[src/rtl/reg_file_rename_pkg.sv]
// rtl/reg_file_rename_pkg.sv - shared widths, constants and types for the renaming register file
package reg_file_rename_pkg;

  localparam int DATA_W    = 32;
  localparam int ADDR_W    = 32;
  localparam int REG_NUM   = 32;
  localparam int REG_IDX_W = 5;
  localparam int ROB_ID_W  = 4;
  localparam int ROB_SIZE  = 1 << ROB_ID_W;

  localparam logic TRUE  = 1'b1;
  localparam logic FALSE = 1'b0;

  typedef logic [DATA_W-1:0]    data_t;
  typedef logic [REG_IDX_W-1:0] reg_idx_t;
  typedef logic [ROB_ID_W-1:0]  rob_id_t;

  localparam reg_idx_t ZERO_REG = '0;

  typedef struct packed {
    data_t   value;
    logic    busy;
    rob_id_t tag;
  } read_resp_t;

  function automatic logic is_zero_reg(input reg_idx_t idx);
    return idx == ZERO_REG;
  endfunction

endpackage

[src/rtl/reg_file_rename_if.sv]
// rtl/reg_file_rename_if.sv - issue, operand-read and commit bundle between decoder/ROB and register file
interface reg_file_rename_if;
  import reg_file_rename_pkg::*;

  logic     ID_issue_valid;
  reg_idx_t ID_rd;
  rob_id_t  ID_rob_id;
  reg_idx_t ID_rs1;
  reg_idx_t ID_rs2;

  data_t    rs1_value;
  logic     rs1_busy;
  rob_id_t  rs1_tag;
  data_t    rs2_value;
  logic     rs2_busy;
  rob_id_t  rs2_tag;

  logic     ROB_commit_valid;
  reg_idx_t ROB_commit_rd;
  data_t    ROB_commit_value;
  rob_id_t  ROB_commit_rob_id;

  modport master (
    output ID_issue_valid, ID_rd, ID_rob_id, ID_rs1, ID_rs2,
    output ROB_commit_valid, ROB_commit_rd, ROB_commit_value, ROB_commit_rob_id,
    input  rs1_value, rs1_busy, rs1_tag, rs2_value, rs2_busy, rs2_tag
  );

  modport slave (
    input  ID_issue_valid, ID_rd, ID_rob_id, ID_rs1, ID_rs2,
    input  ROB_commit_valid, ROB_commit_rd, ROB_commit_value, ROB_commit_rob_id,
    output rs1_value, rs1_busy, rs1_tag, rs2_value, rs2_busy, rs2_tag
  );

endinterface

[src/rtl/reg_file_rename_rf_read_port.sv]
// rtl/reg_file_rename_rf_read_port.sv - one operand read port: x0 masking and optional commit forwarding
// Forwarding is compiled in with RF_COMMIT_BYPASS_EN.
module rf_read_port
  import reg_file_rename_pkg::*;
(
  input  reg_idx_t   rs_i,
  input  data_t      reg_value_i,
  input  logic       reg_busy_i,
  input  rob_id_t    reg_tag_i,
  input  logic       commit_valid_i,
  input  reg_idx_t   commit_rd_i,
  input  data_t      commit_value_i,
  input  rob_id_t    commit_rob_id_i,
  output read_resp_t resp_o
);

`ifdef RF_COMMIT_BYPASS_EN
  logic fwd_hit;
  // Only the commit that would actually clear busy may be forwarded; a stale one must not.
  assign fwd_hit = commit_valid_i && (commit_rd_i == rs_i) && reg_busy_i
                   && (reg_tag_i == commit_rob_id_i);
`else
  logic fwd_hit;
  logic unused_commit;
  assign fwd_hit       = FALSE;
  assign unused_commit = ^{commit_valid_i, commit_rd_i, commit_value_i, commit_rob_id_i};
`endif

  always_comb begin
    resp_o = '0;
    if (!is_zero_reg(rs_i)) begin
      if (fwd_hit) begin
        resp_o.value = commit_value_i;
        resp_o.busy  = FALSE;
        resp_o.tag   = reg_tag_i;
      end else begin
        resp_o.value = reg_value_i;
        resp_o.busy  = reg_busy_i;
        resp_o.tag   = reg_tag_i;
      end
    end
  end

endmodule

[src/rtl/reg_file_rename.sv]
// rtl/reg_file_rename.sv - architectural register file with per-register ROB rename tags
// Optional macro RF_COMMIT_BYPASS_EN forwards the same-cycle commit onto the read ports.
module reg_file_rename
  import reg_file_rename_pkg::*;
(
  input  logic clk,
  input  logic rst,
  input  logic rdy,
  input  logic flush,
  reg_file_rename_if.slave rf
);

  data_t              regs_q [REG_NUM];
  data_t              regs_d [REG_NUM];
  logic [REG_NUM-1:0] busy_q;
  logic [REG_NUM-1:0] busy_d;
  rob_id_t            tag_q  [REG_NUM];
  rob_id_t            tag_d  [REG_NUM];

  logic commit_en;
  logic issue_en;

  assign commit_en = rdy && rf.ROB_commit_valid && !is_zero_reg(rf.ROB_commit_rd);
  assign issue_en  = rdy && !flush && rf.ID_issue_valid && !is_zero_reg(rf.ID_rd);

  // Commit is applied first so that a same-cycle issue to the same rd overrides busy/tag.
  always_comb begin
    regs_d = regs_q;
    busy_d = busy_q;
    tag_d  = tag_q;
    if (commit_en) begin
      regs_d[rf.ROB_commit_rd] = rf.ROB_commit_value;
      if (busy_q[rf.ROB_commit_rd] && (tag_q[rf.ROB_commit_rd] == rf.ROB_commit_rob_id)) begin
        busy_d[rf.ROB_commit_rd] = FALSE;
      end
    end
    if (rdy && flush) begin
      busy_d = '0;
      for (int i = 0; i < REG_NUM; i++) begin
        tag_d[i] = '0;
      end
    end else if (issue_en) begin
      busy_d[rf.ID_rd] = TRUE;
      tag_d[rf.ID_rd]  = rf.ID_rob_id;
    end
  end

  always_ff @(posedge clk) begin
    if (rst) begin
      busy_q <= '0;
      for (int i = 0; i < REG_NUM; i++) begin
        regs_q[i] <= '0;
        tag_q[i]  <= '0;
      end
    end else begin
      regs_q <= regs_d;
      busy_q <= busy_d;
      tag_q  <= tag_d;
    end
  end

  read_resp_t rs1_resp;
  read_resp_t rs2_resp;

  rf_read_port u_rd1 (
    .rs_i            (rf.ID_rs1),
    .reg_value_i     (regs_q[rf.ID_rs1]),
    .reg_busy_i      (busy_q[rf.ID_rs1]),
    .reg_tag_i       (tag_q[rf.ID_rs1]),
    .commit_valid_i  (rf.ROB_commit_valid),
    .commit_rd_i     (rf.ROB_commit_rd),
    .commit_value_i  (rf.ROB_commit_value),
    .commit_rob_id_i (rf.ROB_commit_rob_id),
    .resp_o          (rs1_resp)
  );

  rf_read_port u_rd2 (
    .rs_i            (rf.ID_rs2),
    .reg_value_i     (regs_q[rf.ID_rs2]),
    .reg_busy_i      (busy_q[rf.ID_rs2]),
    .reg_tag_i       (tag_q[rf.ID_rs2]),
    .commit_valid_i  (rf.ROB_commit_valid),
    .commit_rd_i     (rf.ROB_commit_rd),
    .commit_value_i  (rf.ROB_commit_value),
    .commit_rob_id_i (rf.ROB_commit_rob_id),
    .resp_o          (rs2_resp)
  );

  assign rf.rs1_value = rs1_resp.value;
  assign rf.rs1_busy  = rs1_resp.busy;
  assign rf.rs1_tag   = rs1_resp.tag;
  assign rf.rs2_value = rs2_resp.value;
  assign rf.rs2_busy  = rs2_resp.busy;
  assign rf.rs2_tag   = rs2_resp.tag;

endmodule

[src/flat_wrapper.sv]
// flat-port wrapper written by rule: the top's interface ports become plain ports
module reg_file_rename_flat import reg_file_rename_pkg::*;
  (clk, rst, rdy, flush, rf_ID_issue_valid, rf_ID_rd, rf_ID_rob_id, rf_ID_rs1, rf_ID_rs2, rf_ROB_commit_valid, rf_ROB_commit_rd, rf_ROB_commit_value, rf_ROB_commit_rob_id, rf_rs1_value, rf_rs1_busy, rf_rs1_tag, rf_rs2_value, rf_rs2_busy, rf_rs2_tag);
  reg_file_rename_if rf_i ();
  input  logic clk;
  input  logic rst;
  input  logic rdy;
  input  logic flush;
  input wire logic [$bits(rf_i.ID_issue_valid)-1:0] rf_ID_issue_valid;
  input wire logic [$bits(rf_i.ID_rd)-1:0] rf_ID_rd;
  input wire logic [$bits(rf_i.ID_rob_id)-1:0] rf_ID_rob_id;
  input wire logic [$bits(rf_i.ID_rs1)-1:0] rf_ID_rs1;
  input wire logic [$bits(rf_i.ID_rs2)-1:0] rf_ID_rs2;
  input wire logic [$bits(rf_i.ROB_commit_valid)-1:0] rf_ROB_commit_valid;
  input wire logic [$bits(rf_i.ROB_commit_rd)-1:0] rf_ROB_commit_rd;
  input wire logic [$bits(rf_i.ROB_commit_value)-1:0] rf_ROB_commit_value;
  input wire logic [$bits(rf_i.ROB_commit_rob_id)-1:0] rf_ROB_commit_rob_id;
  output wire logic [$bits(rf_i.rs1_value)-1:0] rf_rs1_value;
  output wire logic [$bits(rf_i.rs1_busy)-1:0] rf_rs1_busy;
  output wire logic [$bits(rf_i.rs1_tag)-1:0] rf_rs1_tag;
  output wire logic [$bits(rf_i.rs2_value)-1:0] rf_rs2_value;
  output wire logic [$bits(rf_i.rs2_busy)-1:0] rf_rs2_busy;
  output wire logic [$bits(rf_i.rs2_tag)-1:0] rf_rs2_tag;
  assign rf_i.ID_issue_valid = rf_ID_issue_valid;
  assign rf_i.ID_rd = rf_ID_rd;
  assign rf_i.ID_rob_id = rf_ID_rob_id;
  assign rf_i.ID_rs1 = rf_ID_rs1;
  assign rf_i.ID_rs2 = rf_ID_rs2;
  assign rf_i.ROB_commit_valid = rf_ROB_commit_valid;
  assign rf_i.ROB_commit_rd = rf_ROB_commit_rd;
  assign rf_i.ROB_commit_value = rf_ROB_commit_value;
  assign rf_i.ROB_commit_rob_id = rf_ROB_commit_rob_id;
  assign rf_rs1_value = rf_i.rs1_value;
  assign rf_rs1_busy = rf_i.rs1_busy;
  assign rf_rs1_tag = rf_i.rs1_tag;
  assign rf_rs2_value = rf_i.rs2_value;
  assign rf_rs2_busy = rf_i.rs2_busy;
  assign rf_rs2_tag = rf_i.rs2_tag;
  reg_file_rename u_core (.clk(clk), .rst(rst), .rdy(rdy), .flush(flush), .rf(rf_i));
endmodule
[config.mk]
export PLATFORM = sky130hd
export DESIGN_NAME = reg_file_rename_flat
export DESIGN_NICKNAME = d
export VERILOG_FILES = /design/src/rtl/reg_file_rename_pkg.sv /design/src/rtl/reg_file_rename_if.sv /design/src/rtl/reg_file_rename_rf_read_port.sv /design/src/rtl/reg_file_rename.sv /design/src/flat_wrapper.sv
export SDC_FILE = /design/constraint.sdc
export NUM_CORES = 2
export LEC_CHECK = 0
export ABC_AREA = 1
export BUFFER_PORTS_ARGS = -buffer_cell sky130_fd_sc_hd__clkbuf_2
export CAP_MARGIN = 20
export CELL_PAD_IN_SITES_DETAIL_PLACEMENT = 0
export CELL_PAD_IN_SITES_GLOBAL_PLACEMENT = 2
export CORE_MARGIN = 2
export CORE_UTILIZATION = 35
export DETAILED_ROUTE_END_ITERATION = 6
export GPL_ROUTABILITY_DRIVEN = 0
export PLACE_DENSITY = 0.86
export SLEW_MARGIN = 15
export SYNTH_ARGS = -nofsm -noshare
export SYNTH_HDL_FRONTEND = slang
export SYNTH_SLANG_ARGS = --single-unit
[constraint.sdc]
create_clock -name clk -period 2.15 [get_ports clk]
set_input_delay 0.215 -clock clk [delete_from_list [all_inputs] [get_ports clk]]
set_output_delay 0.215 -clock clk [all_outputs]
set_load 0.05 [all_outputs]
==> impl_metrics.json <==
{
  "hpwl_um": 213400,
  "yosys_register_bits": 1184,
  "grt_pass1_wl_um": 477000,
  "leakage_nw": 28.92,
  "die_w_um": 428.9,
  "yosysWarnings": 0,
  "overflow": 0,
  "drv_slew": 0,
  "whs_ns": 0.04022,
  "sequential_cell_area_um2": 24140,
  "tightest_slew_ns": 0.9888,
  "drc": 0,
  "final.min_clock_period_ns": 2.712,
  "detail-route-antenna-nets": 0,
  "worst_slew_margin_rel_pct": 34.08,
  "grt_usage_pct": 34.14,
  "die_area_um2": 184000,
  "cts-root-buf": "clkbuf_16",
  "clkSinkCount": 1184,
  "dp.cells": 12102,
  "p_per_area_nw_per_um2": 693.1,
  "cts_tree": "yes",
  "io_pins": 140,
  "rows": 155,
  "finalSetupViolCount": 74,
  "ys_types": 33,
  "critPathMaxFanout": 4,
  "max_freq_mhz": 368.8,
  "setup_slack_ns": -0.5617,
  "cts_max_level": 4,
  "async_reset_ff_share_pct": 0,
  "path_class": "reg2out",
  "wl_per_cell_um": 26.59,
  "cts_buffer_depth": 3,
  "synth_area_leader_cell": "dfxtp_1",
  "multi_input_area_um2": 37570,
  "syn_area_um2": 63200,
  "grt_max_degree": 172,
  "clk_latency_ns": 0.80,
  "synth.area.top_cells": "dfxtp_1, nand2_1, o21ai_0, a21oi_1, nor2_1",
  "violations": "negative setup slack",
  "syn_inst": 9811,
  "final.period_utilization_pct": 126.1,
  "cp-end-kind": "output pin",
  "drt_iter0_drc": 10585,
  "postSynthNetCount": 9877,
  "drive_gt1_share_pct": 20.33,
  "initial_core_util_pct": 35.31,
  "synth_most_common_cell": "nand2_1",
  "cts_buffers": 139,
  "ir_drop_uv": 571.8,
  "core_area_um2": 179000,
  "via_count": 75668,
  "numPortBuffers": 139,
  "antenna_found_initial": 4,
  "clkSlewWorstSetupHoldPaths_ns": 0.06,
  "p_total_mw": 57.42,
  "grt_pass1_vias": 69418,
  "drtPass1Iterations": 7,
  "start_kind": "register",
  "required_ns": 1.93,
  "num-nets-final": 10026,
  "rsz0062_at_grt": "yes",
  "cp.arrival_ns": 2.50,
  "wl_um": 330300,
  "syn2layout_area_growth_pct": 31.07,
  "viasPerCell": 6.091,
  "num-fill-cells": 17775,
  "place_ws_ns": -0.6449,
  "finalNonFillerCells": 12423,
  "drv_cap": 0,
  "synthFlopType": "dfxtp_1",
  "final_hold_viol_count": 0,
  "avgSynthCellArea_um2": 6.442,
  "synthTopCellsByCount": "nand2_1, nor2_1, o21ai_0",
  "finClkSkew_ns": 0.02577,
  "status": "complete, but fails checks",
  "synth_edf_count": 0,
  "yosysTopAreaCellShare_pct": 37.50,
  "fp.dieH_um": 428.9,
  "ys_seq_area_share_pct": 37.50,
  "hold_path_class": "in2reg"
}
==> metal layers <==
metal	GRT usage (%)	up-vias	share of wire [%]
met2	52.04	4874	43
met4	20.83	2	6.9
met3	5.472	1013	9.9
li1	-	33741	-
met1	45.16	36038	40
met5	0	-	0.0024
==> layout by cell type, fill, tap and decap left out, types with 75 or more instances in the layout <==
cell / Yosys / final
dfxtp_2: 0 / 331
buf_4: 8 / 486
nor2_1: 1410 / 1397
o22ai_1: 75 / 75
nand3_1: 256 / 172
o21ai_0: 1405 / 1126
nand2_1: 2230 / 2158
a21oi_1: 1283 / 1219
o21ai_1: 13 / 195
o221ai_1: 401 / 359
dfxtp_1: 1184 / 846
buf_12: 0 / 385
clkbuf_16: 0 / 152
o21ai_2: 0 / 96
inv_1: 215 / 175
==> path summary, 6_finish.rpt <==
path / start / end / slack [ns] / depth (start not counted)
max: u_core.busy_q[30] / rf_rs2_busy / -0.56 / 8
min: rf_ID_rd[1] / u_core.tag_q[73] / 0.04 / 4
max reg2reg: u_core.tag_q[14] / u_core.busy_q[20] / 0.05 / 14
min reg2reg: u_core.regs_q[992] / u_core.regs_q[992] / 0.44 / 2
==> repair_timing <==
action / 4_1_cts / 5_1_grt
setup buffers: 14 / 37
hold buffers: 17 / 0
endpoints found under the setup margin: 74 / 82
pin swaps: 282 / 390
hold endpoints to repair: 189 / 0
gates resized for setup: 615 / 481
cloned: 0 / 6
==> state kept, by name, indices dropped and copies added, names as in the netlist <==
signal / count
u_core.tag_q: 128
u_core.busy_q: 32
u_core.regs_q: 1024
==> kinds of logic after synthesis <==
logic type | after synthesis | synth area share (%)
buf+inv | 1225 | 7.683
simple gates | 4037 | 25.04
flops | 1184 | 37.50
compound gates | 3365 | 29.77
==> report_power, final <==
group	total [mW]	switching, mW	internal [mW]
Clock	25.4	10.4	15.1
Sequential	22.1	0.0757	22.0
Combinational	9.88	6.48	3.40
==> worst max-delay path, stage by stage, from the launching register on <==
cell and delay [ns]:
dfxtp_4 0.37, o21ai_2 0.05, o22ai_1 0.15, nor2_1 0.09
o311ai_4 0.42, buf_4 0.20, nand2_4 0.05, a21oi_4 0.21
buf_12 0.17
==> metrics by stage <==
step | setup TNS (ns) | util, % | area, µm²
global placement | -53.11 | 41.88 | 74970
detailed placement | -60.05 | 41.88 | 74970
floorplan | -0.2090 | - | 64130
finish | -23.47 | 46.28 | 82840
CTS | -25.82 | 45.43 | 81320
global route | -28.24 | 46.28 | 82830
==> layout make-up <==
type	instances	share of cell area [%]
clock inverters	49	0.8579
diodes	4	0.01208
clock buffers	196	4.903
repair buffers	974	14.92
flip-flops and latches	1184	29.14
inverters	259	1.246
well taps	2355	3.557
multi-input cells	7402	45.36
(Power assumes the default switching activity.)
